File: src/rtl/ssd_pkg.sv
// Shared definitions for seven-segment display blocks.
//   IDX_W     : width of a digit index (up to 8 digits)
//   SEG_BLANK : cathode pattern with every segment and the point off
//   hex_seg() : 4-bit hex value -> active-low segments {a,b,c,d,e,f,g}
package ssd_pkg;

    localparam int IDX_W = 3;
    localparam logic [7:0] SEG_BLANK = 8'hFF;

    function automatic logic [6:0] hex_seg(input logic [3:0] v);
        logic [6:0] s;
        case (v)
            4'h0: s = 7'b0000001;
            4'h1: s = 7'b1001111;
            4'h2: s = 7'b0010010;
            4'h3: s = 7'b0000110;
            4'h4: s = 7'b1001100;
            4'h5: s = 7'b0100100;
            4'h6: s = 7'b0100000;
            4'h7: s = 7'b0001111;
            4'h8: s = 7'b0000000;
            4'h9: s = 7'b0000100;
            4'hA: s = 7'b0001000;
            4'hB: s = 7'b1100000;
            4'hC: s = 7'b0110001;
            4'hD: s = 7'b1000010;
            4'hE: s = 7'b0110000;
            default: s = 7'b0111000;
        endcase
        return s;
    endfunction

endpackage

File: src/rtl/ssd_hex_decoder.sv
// Combinational hex-to-seven-segment decoder.
//   hex_i : 4-bit value
//   seg_o : active-low segments {a,b,c,d,e,f,g}
module ssd_hex_decoder
    import ssd_pkg::*;
(
    input  logic [3:0] hex_i,
    output logic [6:0] seg_o
);

    assign seg_o = hex_seg(hex_i);

endmodule

File: src/rtl/ssd_scan_controller.sv
// N-digit time-multiplexed seven-segment scan controller.
//   Clk, Reset     : clock, asynchronous active-low reset
//   digits_in      : hex digits, digit i at [4i+3:4i], digit 0 rightmost
//   dp_in          : per-digit decimal point (1 = lit)
//   digit_en       : per-digit enable (0 = always dark)
//   blink_en       : per-digit blink (dark while blink phase is 1)
//   blank_lz       : leading-zero blanking enable
//   load           : strobe; digits_in/dp_in are taken at the next frame wrap
//   An             : active-low anodes, one-cold at the scanned digit
//   Cathodes       : active-low {Ca,Cb,Cc,Cd,Ce,Cf,Cg,Dp}
//   scan_idx       : digit currently being scanned
//   frame_done     : one-cycle pulse after the index wraps to 0
//
// Handshake: load is a fire-and-forget strobe with no ready; any number of
// strobes inside one frame collapse into a single capture at the wrap tick,
// using the digits_in/dp_in values present in that tick cycle.
module ssd_scan_controller
    import ssd_pkg::*;
#(
    parameter int NUM_DIGITS   = 8,
    parameter int DWELL_BITS   = 18,
    parameter int GUARD_CYCLES = 64,
    parameter int BLINK_BITS   = 25
) (
    input  logic                    Clk,
    input  logic                    Reset,
    input  logic [4*NUM_DIGITS-1:0] digits_in,
    input  logic [NUM_DIGITS-1:0]   dp_in,
    input  logic [NUM_DIGITS-1:0]   digit_en,
    input  logic [NUM_DIGITS-1:0]   blink_en,
    input  logic                    blank_lz,
    input  logic                    load,
    output logic [NUM_DIGITS-1:0]   An,
    output logic [7:0]              Cathodes,
    output logic [IDX_W-1:0]        scan_idx,
    output logic                    frame_done
);

    logic [DWELL_BITS-1:0]   dwell_q, dwell_d;
    logic [IDX_W-1:0]        scan_idx_q, scan_idx_d;
    logic [BLINK_BITS-1:0]   blink_cnt_q, blink_cnt_d;
    logic                    blink_phase_q, blink_phase_d;
    logic [4*NUM_DIGITS-1:0] shadow_dig_q, shadow_dig_d;
    logic [NUM_DIGITS-1:0]   shadow_dp_q, shadow_dp_d;
    logic                    load_pending_q, load_pending_d;
    logic [NUM_DIGITS-1:0]   an_q, an_d;
    logic [7:0]              cath_q, cath_d;
    logic                    frame_done_q, frame_done_d;

    logic                    tick;
    logic                    wrap_tick;
    logic [4*NUM_DIGITS-1:0] dig_shift;
    logic [NUM_DIGITS-1:0]   dp_shift;
    logic [NUM_DIGITS-1:0]   en_shift;
    logic [NUM_DIGITS-1:0]   blink_shift;
    logic                    lz_blank;
    logic                    dark;
    logic                    in_guard;
    logic [6:0]              cur_seg;

    assign tick      = &dwell_q;
    assign wrap_tick = tick && (scan_idx_q == IDX_W'(NUM_DIGITS - 1));

    // Shifting the scanned digit down to bit 0 gives its value in the low
    // bits and, as a whole word, "this digit and everything above it".
    assign dig_shift   = shadow_dig_q >> {scan_idx_q, 2'b00};
    assign dp_shift    = shadow_dp_q >> scan_idx_q;
    assign en_shift    = digit_en >> scan_idx_q;
    assign blink_shift = blink_en >> scan_idx_q;

    // Leading-zero blanking follows the captured point bits so it never
    // disagrees with the point actually being displayed.
    assign lz_blank = blank_lz && (scan_idx_q != '0) &&
                      (dig_shift == '0) && (dp_shift == '0);
    assign dark     = !en_shift[0] || (blink_shift[0] && blink_phase_q) || lz_blank;
    assign in_guard = dwell_q < DWELL_BITS'(GUARD_CYCLES);

    ssd_hex_decoder u_dec (
        .hex_i (dig_shift[3:0]),
        .seg_o (cur_seg)
    );

    always_comb begin
        dwell_d        = dwell_q + DWELL_BITS'(1);
        scan_idx_d     = scan_idx_q;
        blink_cnt_d    = blink_cnt_q + BLINK_BITS'(1);
        blink_phase_d  = blink_phase_q ^ (&blink_cnt_q);
        shadow_dig_d   = shadow_dig_q;
        shadow_dp_d    = shadow_dp_q;
        load_pending_d = load_pending_q || load;
        frame_done_d   = wrap_tick;
        an_d           = '1;
        cath_d         = SEG_BLANK;

        if (tick) begin
            scan_idx_d = wrap_tick ? '0 : scan_idx_q + IDX_W'(1);
        end

        // Capture only at the frame boundary so a frame is never torn.
        if (wrap_tick) begin
            if (load_pending_q || load) begin
                shadow_dig_d = digits_in;
                shadow_dp_d  = dp_in;
            end
            load_pending_d = 1'b0;
        end

        if (!in_guard && !dark) begin
            an_d   = ~(NUM_DIGITS'(1) << scan_idx_q);
            cath_d = {cur_seg, ~dp_shift[0]};
        end
    end

    always_ff @(posedge Clk or negedge Reset) begin
        if (!Reset) begin
            dwell_q        <= '0;
            scan_idx_q     <= '0;
            blink_cnt_q    <= '0;
            blink_phase_q  <= 1'b0;
            shadow_dig_q   <= '0;
            shadow_dp_q    <= '0;
            load_pending_q <= 1'b0;
            an_q           <= '1;
            cath_q         <= SEG_BLANK;
            frame_done_q   <= 1'b0;
        end else begin
            dwell_q        <= dwell_d;
            scan_idx_q     <= scan_idx_d;
            blink_cnt_q    <= blink_cnt_d;
            blink_phase_q  <= blink_phase_d;
            shadow_dig_q   <= shadow_dig_d;
            shadow_dp_q    <= shadow_dp_d;
            load_pending_q <= load_pending_d;
            an_q           <= an_d;
            cath_q         <= cath_d;
            frame_done_q   <= frame_done_d;
        end
    end

    assign An         = an_q;
    assign Cathodes   = cath_q;
    assign scan_idx   = scan_idx_q;
    assign frame_done = frame_done_q;

endmodule
File: config.mk
export PLATFORM = sky130hd
export DESIGN_NAME = ssd_scan_controller
export DESIGN_NICKNAME = d
export VERILOG_FILES = /design/src/rtl/ssd_pkg.sv /design/src/rtl/ssd_hex_decoder.sv /design/src/rtl/ssd_scan_controller.sv
export SDC_FILE = /design/constraint.sdc
export NUM_CORES = 1
export LEC_CHECK = 0
export CAP_MARGIN = 30
export CORE_ASPECT_RATIO = 0.9
export CORE_UTILIZATION = 51
export CTS_CLUSTER_SIZE = 28
export DETAILED_ROUTE_END_ITERATION = 10
export GPL_TIMING_DRIVEN = 0
export PLACE_DENSITY = 0.76
export SLEW_MARGIN = 20
export SYNTH_ARGS = -nofsm -noshare
export SYNTH_HDL_FRONTEND = slang
export SYNTH_SLANG_ARGS = --single-unit
File: constraint.sdc
create_clock -name Clk -period 4.9 [get_ports Clk]
set_input_delay 0.98 -clock Clk [delete_from_list [all_inputs] [get_ports Clk]]
set_output_delay 0.98 -clock Clk [all_outputs]
set_load 0.1 [all_outputs]
==> results of run 1 <==
## kinds of logic after synthesis
family | Yosys count | share of synthesized area (%)
xor+xnor | 40 | 6.548
mux | 69 | 19.15
buf+inv | 28 | 3.578
fa+ha+maj | 14 | 3.274
flops | 105 | 49.49
compound gates | 36 | 4.444
simple gates | 140 | 13.52
## state kept, by name, summed over array words and instances, names as in the netlist
register        cells
An                  8
Cathodes            8
blink_cnt_q        25
blink_phase_q       1
dwell_q            18
frame_done          1
load_pending_q      1
scan_idx            3
shadow_dig_q       32
shadow_dp_q         8
## worst max-delay path: cells and delay by family (launching register included)
family | cells | cell delay (ns)
AO/OA/AOI/OAI | 3 | 0.71
adder cells (fa/ha/maj) | 1 | 0.20
buffers and inverters | 4 | 1.05
flip-flops | 1 | 0.47
multiplexers | 1 | 0.54
AND/OR/NAND/NOR | 5 | 1.27
## metrics by stage
stage / hold WS (ns) / util, %
after floorplan: 0.4342 / -
final: 0.4634 / 65.09
after detailed placement: 0.4532 / 62.05
after global placement: 0.4477 / 61.77
after CTS: 0.4652 / 65.09
after global routing: 0.4751 / 65.09
## layout by cell type, fill, tap and decap left out, types with 2 or more instances in the layout
cell type | synthesis | layout
clkbuf_1 | 3 | 3
clkdlybuf4s50_1 | 0 | 78
mux4_2 | 10 | 10
buf_12 | 4 | 4
xor2_1 | 11 | 11
nand4_1 | 8 | 8
clkbuf_16 | 0 | 9
xnor2_1 | 29 | 29
buf_6 | 2 | 3
and2_1 | 3 | 3
dfrtp_1 | 89 | 89
mux2i_1 | 14 | 14
o21ai_0 | 6 | 6
o22ai_1 | 3 | 3
and3_1 | 5 | 5
ha_1 | 14 | 14
nor2b_1 | 2 | 2
inv_8 | 0 | 2
a22oi_1 | 2 | 2
a21oi_1 | 10 | 10
mux2_2 | 4 | 4
buf_2 | 5 | 5
nor2_1 | 18 | 18
o221ai_1 | 2 | 2
nand2_1 | 45 | 45
nand3_1 | 24 | 24
mux2_4 | 40 | 40
clkinvlp_4 | 0 | 2
nor3_1 | 6 | 6
and4_1 | 6 | 6
inv_1 | 12 | 12
dfstp_2 | 16 | 16
nor4_1 | 13 | 13
## final cells by class
type / instances / area, um^2
Tap cell: 129 / 161.4
Multi-Input combinational cell: 299 / 2511
Buffer: 15 / 142.6
Fill cell: 779 / 3562
Clock inverter: 7 / 85.08
Clock buffer: 9 / 225.2
Timing Repair Buffer: 80 / 819.5
Sequential cell: 105 / 2648
Inverter: 13 / 48.80
## routing by layer
layer	routed length (um)	track usage, %	vias to the layer above
li1	-	-	1729
met1	4892	28.98	1821
met2	5454	36.83	116
met3	644	5.242	20
met4	180	6.769	0
met5	0	0	-
## how the worst min path moves through the flow
| stage | startpoint | endpoint | slack (ns) | depth (start not counted) |
|---|---|---|---|---|
| CTS | blink_cnt_q[21] | blink_cnt_q[21] | 0.47 | 1 |
| floorplan | blink_cnt_q[21] | blink_cnt_q[21] | 0.43 | 1 |
| global placement | blink_cnt_q[23] | blink_cnt_q[23] | 0.45 | 1 |
| global route | blink_cnt_q[24] | blink_cnt_q[24] | 0.48 | 1 |
| detailed placement | blink_cnt_q[21] | blink_cnt_q[21] | 0.45 | 1 |
| finish | blink_cnt_q[14] | blink_cnt_q[14] | 0.46 | 1 |
## power by group
| group | internal, mW | switching, mW | total [mW] | leakage [nW] |
|---|---|---|---|---|
| combinational | 0.0890 | 0.0549 | 0.144 | 1.49 |
| clock | 0.406 | 0.333 | 0.738 | 0.146 |
| sequential | 0.884 | 0.0190 | 0.903 | 1.33 |
| total | 1.38 | 0.407 | 1.78 | 2.97 |
==> summary.txt, run 1 <==
STA
  • Period minus WS final: 4.365 ns
  • Slew Viols, Final: 0
  • Worst slew margin: 34.40%
  • RSZ-0062 raised after global routing: false
  • Final period util: 89.08%
  • Worst slew pin tran: 0.9810 ns
  • Skew final: 0.009454 ns
  • Highest Clock Rate: 229.1 MHz
  • Final number of setup-violating endpoints: 0
  • Post-route setup TNS: 0 ns
  • Final WS setup: 0.5349 ns
  • Final hold violations: 0

Floorplanning
  • # IOs: 80
  • Area of the die: 10,900 um^2
  • Die boundary height: 99.17 um
  • Die Span X: 110.0 um
  • Cell Rows: 35
  • Core area: 10,200 um^2
  • Initial cell density of the core: 52.43%

Clock network
  • TritonCTS clock tree: done
  • Max clock buf depth: 2
  • CTS-repair resized insts: 0
  • Reg clk slew, reported paths: 0.07 ns
  • Clk_lat worst skew: 0.35 ns
  • TritonCTS buffer count: 9
  • Htree depth: 3
  • CTS root buf: clkbuf_16
  • Sink Count: 105
  • Post-CTS Setup Repair Bufs: 0
  • Cts hold-fix bufs: 0

Drt
  • Final wirelength: 11.17 mm
  • Iteration count of the initial detailed-routing pass: 5
  • DR DRC count: 0
  • Via density: 5.610
  • Routed Antenna Nets: 0
  • Iter 0 DRT Violations: 122
  • Routed length per instance: 17.00 um
  • Via count: 3,686

GRT
  • GRT overflow: 0
  • Largest net degree at the start of global routing: 77
  • Initial antenna violation count: 0
  • Tot GR Track Use: 22.24%
  • Global-route wire length before repair: 18.36 mm
  • Vias in the first global route: 3,754

Synth
  • Number of synthesized register bits: 105
  • Synth area leaders: dfrtp_1 42%, mux2_4 11%, dfstp_2 7.9%, xnor2_1 4.7%, mux4_2 4.2%
  • Count leader, synth: dfrtp_1
  • Synth top cells by count: 89 x dfrtp_1, 45 x nand2_1, 40 x mux2_4
  • Area leader, netlist: dfrtp_1
  • Mapped Cells: 432
  • Post-synth ARST share: 100.0%
  • Synthesis Warnings: 0
  • Avg Synthesized Cell Area: 12.38 um^2
  • Area share of the largest cell type after synthesis: 41.63%
  • Seq/Total Area, Yosys: 49.49%
  • EDFF count, synth: 0
  • Mapped cell area: 5350 um^2
  • Synth cell types: 55
  • Synthesized Nets: 506
  • Top flip-flop cell by instance count after synthesis: dfrtp_1

Worst setup path
  • Crit-path max FO: 10
  • Worst R2R Start: scan_idx[0]
  • Critical Path AT: 4.60 ns
  • Slowest stage delay, CP: 0.54 ns
  • Reg2Reg Depth: 14
  • Required time of the worst setup path: 5.14 ns
  • FF-to-FF setup slack: 0.53 ns
  • Critical-path cell list: buf_2, buf_2, buf_2, mux4_2, nand2_1, nand2_1, inv_1, ha_1, nand2_1, a211o_1, or4_1, nor4b_2, o22ai_1, o311ai_0
  • R2r endpoint: Cathodes[5]
  • CP endpoint: Cathodes[5]
  • Worst Setup SP: scan_idx[0]
  • Startpoint types: flip-flop
  • Endpoint class of the critical path: flip-flop
  • Slowest CP cell: mux4_2
  • CP Class: reg -> reg

Finish
  • Area growth from synthesis to layout: 24.13%
  • Final non-filler cell area: 6641 um^2
  • Cell Count, Final, Fillers Out: 657
  • Layout cells sized above 1: 19.70%
  • Final #Nets: 597
  • Number of antenna diodes: 0

Status
  • Status: finished clean

Power
  • Pwr Total: 1.785 mW
  • Leakage: 2.971 nW
  • Max IR drop VDD: 0.2397 mV
  • Power Dens Cells: 268.8 nW/um^2

Min path
  • Hold crit path type: reg -> reg

Placed design
  • Gpl congestion: 0.8554
  • Port bufs: 79
  • DP HPWL: 8.204 mm
  • Placement-stage cell area: 6331 um^2
  • Place WS: 0.5387 ns
  • Placed instance count: 641

Job
  • Max Cap Violations: 0
(Power assumes the default switching activity.)
==> run 2: changes to the inputs <==
CORE_MARGIN = 4   (was default)
==> run 2 against run 1 <==
  * Clock power increased by 2%
  * Final cell count unchanged
  * Die area increased by 12%
  * Utilization decreased by 0.23 points
  * First-iteration DRC count increased by 54%
  * Via count increased by 0.24%
  * Count of clock-buffer cells in the layout increased by 3
  * Fmax decreased by 1.3%
  * Critical path depth unchanged
  * Largest cell class unchanged
  * Highest routed layer unchanged
==> summary.txt, run 2 (synthesized netlist as in run 1, its figures left out) <==
Power
  • Logic pwr share: 8.0% (about the same)
  • Switching share of power: 21.99% (-0.78 points)
  • Pwr Total: 1.799 mW (+0.80%)
  • P_sw: 0.3957 mW (-2.7%)
  • Sequential share of power: 50.2% (-0.4 points)
  • Power Dens Cells: 270.7 nW/um^2 (+0.73%)
  • Leakage: 2.980 nW (+0.31%)
  • Int Power: 1.404 mW (+1.8%)
  • Max IR drop VDD: 0.2334 mV (-2.6%)
  • Clock power frac: 41.8% (+0.4 points)

GRT
  • Tot GR Track Use: 20.04% (-2.2 points)
  • Largest net degree at the start of global routing: 72 (-6.5%)
  • Initial antenna violation count: 0 (unchanged)
  • Vias in the first global route: 3,853 (+2.6%)
  • Global-route wire length before repair: 19.35 mm (+5.4%)
  • GRT overflow: 0 (unchanged)

STA
  • Skew final: 0.01061 ns (+0.001159 ns)
  • Final hold violations: 0 (unchanged)
  • Highest Clock Rate: 226.1 MHz (-1.3%)
  • Period minus WS final: 4.423 ns (+0.05808 ns)
  • Final period util: 90.27% (+1.2 points)
  • Worst slew margin: 33.76% (-0.64 points)
  • Worst slew pin tran: 0.9905 ns (+0.009550 ns)
  • RSZ-0062 raised after global routing: false
  • Slew Viols, Final: 0 (unchanged)
  • Final number of setup-violating endpoints: 0 (unchanged)

Drt
  • Iter 0 DRT Violations: 188 (+54%)
  • Via density: 5.624 (+0.24%)
  • Routed length per instance: 17.70 um (+4.1%)
  • Final wirelength: 11.63 mm (+4.1%)
  • Routed Antenna Nets: 0 (unchanged)
  • Via count: 3,695 (+0.24%)
  • Iteration count of the initial detailed-routing pass: 5 (unchanged)
  • DR DRC count: 0 (unchanged)

Clock network
  • Reg clk slew, reported paths: 0.07 ns (about the same)
  • TritonCTS buffer count: 9 (unchanged)
  • Cts hold-fix bufs: 0 (unchanged)
  • Sink Count: 105 (unchanged)
  • CTS root buf: clkbuf_16
  • Clk_lat worst skew: 0.35 ns (about the same)
  • Post-CTS Setup Repair Bufs: 0 (unchanged)
  • TritonCTS clock tree: done
  • CTS-repair resized insts: 0 (unchanged)
  • Max clock buf depth: 2 (unchanged)
  • Htree depth: 3 (unchanged)

Worst setup path
  • CP Class: reg -> reg
  • Startpoint types: flip-flop
  • Required time of the worst setup path: 5.13 ns (about the same)
  • Critical Path AT: 4.66 ns (+0.06 ns)
  • Crit-path max FO: 10 (unchanged)
  • Endpoint class of the critical path: flip-flop

Placed design
  • DP HPWL: 8.673 mm (+5.7%)
  • Port bufs: 79 (unchanged)
  • Gpl congestion: 0.8775 (+2.6%)
  • Placement-stage cell area: 6331 um^2 (unchanged)
  • Placed instance count: 641 (unchanged)

Finish
  • Regs by FF count: shadow_dig_q (32), blink_cnt_q (25), dwell_q (18)
  • Fillcell total: 795 (+2.1%)
  • Commonest non-fill, non-tap cell in the layout: dfrtp_1
  • Final #Nets: 597 (unchanged)
  • Most frequent cells in the layout: 89 x dfrtp_1, 78 x clkdlybuf4s50_1, 45 x nand2_1
  • Number of antenna diodes: 0 (unchanged)
  • Area growth from synthesis to layout: 24.23% (about the same)
  • Final non-filler cell area: 6646 um^2 (about the same)
  • Max reg flops: 32 (unchanged)
  • Cell Count, Final, Fillers Out: 657 (unchanged)
  • Layout cells sized above 1: 19.51% (-0.19 points)
  • Largest Register: shadow_dig_q

Job
  • Max Cap Violations: 0 (unchanged)

Floorplanning
  • Initial cell density of the core: 52.21% (-0.22 points)
  • Die Span X: 116.0 um (+5.5%)
  • Die boundary height: 105.2 um (+6.1%)
  • Cell Rows: 35 (unchanged)
  • Core area: 10,250 um^2 (+0.43%)
  • Area of the die: 12,200 um^2 (+12%)
  • # IOs: 80 (unchanged)

Min path
  • Hold crit path type: reg -> reg

Status
  • Status: finished clean
[run 2: changes by cell type in the layout (fill, tap and decap cells not counted), sizes merged]
cell / change
clkbuf: +3
clkinvlp: -2
inv: -1
[run 2: final timing paths]
kind                            startpoint              end  slack [ns]  depth (start not counted)
hold / removal             blink_cnt_q[14]  blink_cnt_q[14]        0.46                          1
max in group asynchronous            Reset  blink_cnt_q[20]        3.75                          2
min in group asynchronous            Reset  shadow_dig_q[5]        0.52                          1
hold reg to reg            blink_cnt_q[14]  blink_cnt_q[14]        0.46                          1
setup / recovery               scan_idx[0]      Cathodes[5]        0.48                         14
setup reg to reg               scan_idx[0]      Cathodes[5]        0.48                         14
[run 2: worst max-delay path, cell delays in order (launching register included)]
cell and delay [ns]:
dfrtp_1 0.46, buf_2 0.32, buf_2 0.27, buf_2 0.31, mux4_2 0.55, nand2_1 0.09
nand2_1 0.18, inv_1 0.16, ha_1 0.20, nand2_1 0.09, a211o_1 0.22, or4_1 0.54
nor4b_2 0.42, o22ai_1 0.31, o311ai_0 0.18
[run 2: power by group through the flow]
stage	combinational [mW]	sequential (mW)	clock, mW
detailed placement	0.143	0.919	0
floorplan	0.0640	0.911	0
CTS	0.145	0.903	0.761
finish	0.144	0.903	0.752
global placement	0.138	0.918	0
global route	0.157	0.905	0.799
[run 2: per-layer routing]
metal | up-vias | wire, um | track usage (%)
met4 | 0 | 116 | 4.308
met1 | 1834 | 5011 | 26.28
li1 | 1724 | - | -
met2 | 123 | 5742 | 33.61
met5 | - | 0 | 0
met3 | 14 | 756 | 4.980
[run 2: final cells by class]
type	instances	area [um^2]	area share (%)
buffer	15	142.6	2.146
clock buffer	12	256.5	3.859
clock inverter	4	58.81	0.8848
inverter	13	48.80	0.7342
multi-input combinational	299	2511	37.78
sequential	105	2648	39.83
tap	129	161.4	2.428
timing repair buffer	80	819.5	12.33
[run 2: through the flow]
step | TNS, ns | utilization [%] | worst slack (ns) | hold WS, ns
floorplan | 0 | - | 0.5563 | 0.4342
global placement | -75.47 | 61.50 | -0.8566 | 0.4480
detailed placement | 0 | 61.78 | 0.5167 | 0.4525
CTS | 0 | 64.86 | 0.4695 | 0.4643
global route | 0 | 64.86 | 0.1605 | 0.4815
finish | 0 | 64.86 | 0.4768 | 0.4629
==> run 3: changes to the inputs <==
GPL_ROUTABILITY_DRIVEN = 0   (was default)
==> run 3 against run 2 <==
  * Routed wire length down 0.83%
  * Sequential share of layout area is 0.075 points higher
  * Non-clock buffer count did not move
  * Total power down 1.2%
  * Critical path depth stayed put
  * Final cell count unchanged
  * Register-to-register slack better by 0.04 ns
  * Fmax grew 0.87%
  * Count of clock-buffer cells in the layout fell by 2
  * Worst hold slack better by 0.0054 ns
  * Global-route usage decreased by 0.24 points
  * Highest routed layer unchanged
==> summary.txt, run 3 (synthesized netlist as in run 1, its figures left out) <==
Placed design
  • Port bufs: 79 (unchanged)
  • Placement-stage cell area: 6331 um^2 (unchanged)
  • Place WS: 0.5227 ns (+0.006013 ns)
  • DP HPWL: 8.562 mm (-1.3%)

Power
  • Max IR drop VDD: 0.1957 mV (-16%)
  • Leakage: 2.972 nW (-0.28%)
  • Power Dens Cells: 267.9 nW/um^2 (-1.0%)

Drt
  • Via count: 3,668 (-0.73%)
  • Iteration count of the initial detailed-routing pass: 5 (unchanged)
  • Iter 0 DRT Violations: 271 (+44%)
  • Routed length per instance: 17.55 um (-0.83%)
  • Via density: 5.583 (-0.73%)
  • Final wirelength: 11.53 mm (-0.83%)
  • DR DRC count: 0 (unchanged)
  • Routed Antenna Nets: 0 (unchanged)

Finish
  • Final #Nets: 597 (unchanged)
  • Final non-filler cell area: 6634 um^2 (-0.19%)
  • Largest Register: shadow_dig_q
  • Fillcell total: 803 (+1.0%)
  • Max reg flops: 32 (unchanged)
  • Regs by FF count: shadow_dig_q (32), blink_cnt_q (25), dwell_q (18)
  • FF/Latch Area: 2648 um^2 (unchanged)
  • Area of the multi-input gates: 2511 um^2 (unchanged)
  • Commonest non-fill, non-tap cell in the layout: dfrtp_1
  • Area growth from synthesis to layout: 23.99%
  • Number of antenna diodes: 0 (unchanged)
  • Most frequent cells in the layout: 89 x dfrtp_1, 78 x clkdlybuf4s50_1, 45 x nand2_1
  • Layout cells sized above 1: 19.51% (unchanged)

STA
  • Period minus WS final: 4.385 ns (-0.03823 ns)
  • Worst slew pin tran: 0.9845 ns (-0.006012 ns)
  • Final WS setup: 0.5150 ns (+0.03823 ns)
  • Final period util: 89.49% (-0.78 points)
  • Worst slew margin: 34.16% (+0.40 points)
  • RSZ-0062 raised after global routing: false
  • Highest Clock Rate: 228.1 MHz (+0.87%)
  • Final hold violations: 0 (unchanged)
  • Slew Viols, Final: 0 (unchanged)
  • Final number of setup-violating endpoints: 0 (unchanged)
  • Skew final: 0.006884 ns (-0.003729 ns)

GRT
  • Vias in the first global route: 3,771 (-2.1%)
  • GRT overflow: 0 (unchanged)
  • Initial antenna violation count: 0 (unchanged)
  • Tot GR Track Use: 19.80% (-0.24 points)
  • Global-route wire length before repair: 18.98 mm (-2.0%)
  • Largest net degree at the start of global routing: 71 (-1.4%)

Clock network
  • Reg clk slew, reported paths: 0.07 ns (about the same)
  • TritonCTS buffer count: 9 (unchanged)
  • Max clock buf depth: 2 (unchanged)
  • CTS root buf: clkbuf_16
  • Htree depth: 3 (unchanged)
  • Clk_lat worst skew: 0.35 ns (about the same)
  • TritonCTS clock tree: done
  • Post-CTS Setup Repair Bufs: 0 (unchanged)
  • Sink Count: 105 (unchanged)
  • Cts hold-fix bufs: 0 (unchanged)
  • CTS-repair resized insts: 0 (unchanged)

Worst setup path
  • Critical Path AT: 4.62 ns (-0.04 ns)
  • Startpoint types: flip-flop
  • Worst R2R Start: scan_idx[0]
  • CP endpoint: Cathodes[5]
  • Endpoint class of the critical path: flip-flop
  • Reg2Reg Depth: 14 (unchanged)
  • CP Class: reg -> reg
  • R2r endpoint: Cathodes[5]
  • FF-to-FF setup slack: 0.52 ns (+0.04 ns)
  • Required time of the worst setup path: 5.13 ns (about the same)
  • Crit-path max FO: 10 (unchanged)
  • Worst Setup SP: scan_idx[0]

Floorplanning
  • Core area: 10,250 um^2 (unchanged)
  • Area of the die: 12,200 um^2 (unchanged)
  • Die Span X: 116.0 um (unchanged)
  • Initial cell density of the core: 52.21% (unchanged)
  • Cell Rows: 35 (unchanged)
  • # IOs: 80 (unchanged)
  • Die boundary height: 105.2 um (unchanged)

Job
  • Max Cap Violations: 0 (unchanged)

Min path
  • Hold crit path type: reg -> reg

Status
  • Status: finished clean
==> run 3: stage by stage <==
stage / util [%] / hold WS [ns] / cells / TNS, ns / total power [mW]
final: 64.74 / 0.4683 / 657 / 0 / 1.777
after global routing: 64.74 / 0.4849 / 657 / 0 / 1.849
after CTS: 64.74 / 0.4688 / 657 / 0 / 1.792
after detailed placement: 61.78 / 0.4569 / 641 / 0 / 1.062
after global placement: 61.50 / 0.4477 / 640 / -76.93 / 1.055
after floorplan: - / 0.4342 / 432 / 0 / 0.9754
==> run 3: power by group <==
part           internal [mW]  switching (mW)  leakage, nW
Combinational         0.0889          0.0550         1.49
Sequential             0.884          0.0199         1.33
Clock                  0.404           0.326        0.147
==> run 3: routing by layer <==
metal / track usage, % / part of all wire [%] / vias to the layer above
li1: - / - / 1726
met1: 27.29 / 44 / 1817
met2: 31.27 / 48 / 105
met3: 4.459 / 5.9 / 20
met4: 5.965 / 1.8 / 0
met5: 0 / 0 / -
==> run 3: final cells by class <==
| class | instances | area share [%] |
|---|---|---|
| buffer | 15 | 2.150 |
| clock buffer | 10 | 3.452 |
| clock inverter | 6 | 1.113 |
| inverter | 13 | 0.7356 |
| multi-input combinational | 299 | 37.85 |
| sequential | 105 | 39.91 |
| tap | 129 | 2.433 |
| timing repair buffer | 80 | 12.35 |
==> run 3: worst min path at each step <==
| stage | startpoint | endpoint | slack [ns] | cells after the start |
|---|---|---|---|---|
| floorplan | blink_cnt_q[21] | blink_cnt_q[21] | 0.43 | 1 |
| global placement | blink_cnt_q[21] | blink_cnt_q[21] | 0.45 | 1 |
| detailed placement | blink_cnt_q[14] | blink_cnt_q[14] | 0.46 | 1 |
| CTS | blink_cnt_q[14] | blink_cnt_q[14] | 0.47 | 1 |
| global route | blink_cnt_q[10] | blink_cnt_q[10] | 0.48 | 1 |
| finish | blink_cnt_q[14] | blink_cnt_q[14] | 0.47 | 1 |
==> run 3: worst max-delay path, stage by stage, from the launching register on <==
cell      delay (ns)
dfrtp_1         0.46
buf_2           0.32
buf_2           0.27
buf_2           0.30
mux4_2          0.55
nand2_1         0.09
nand2_1         0.18
inv_1           0.15
ha_1            0.20
nand2_1         0.08
a211o_1         0.23
or4_1           0.51
nor4b_2         0.43
o22ai_1         0.31
o311ai_0        0.19
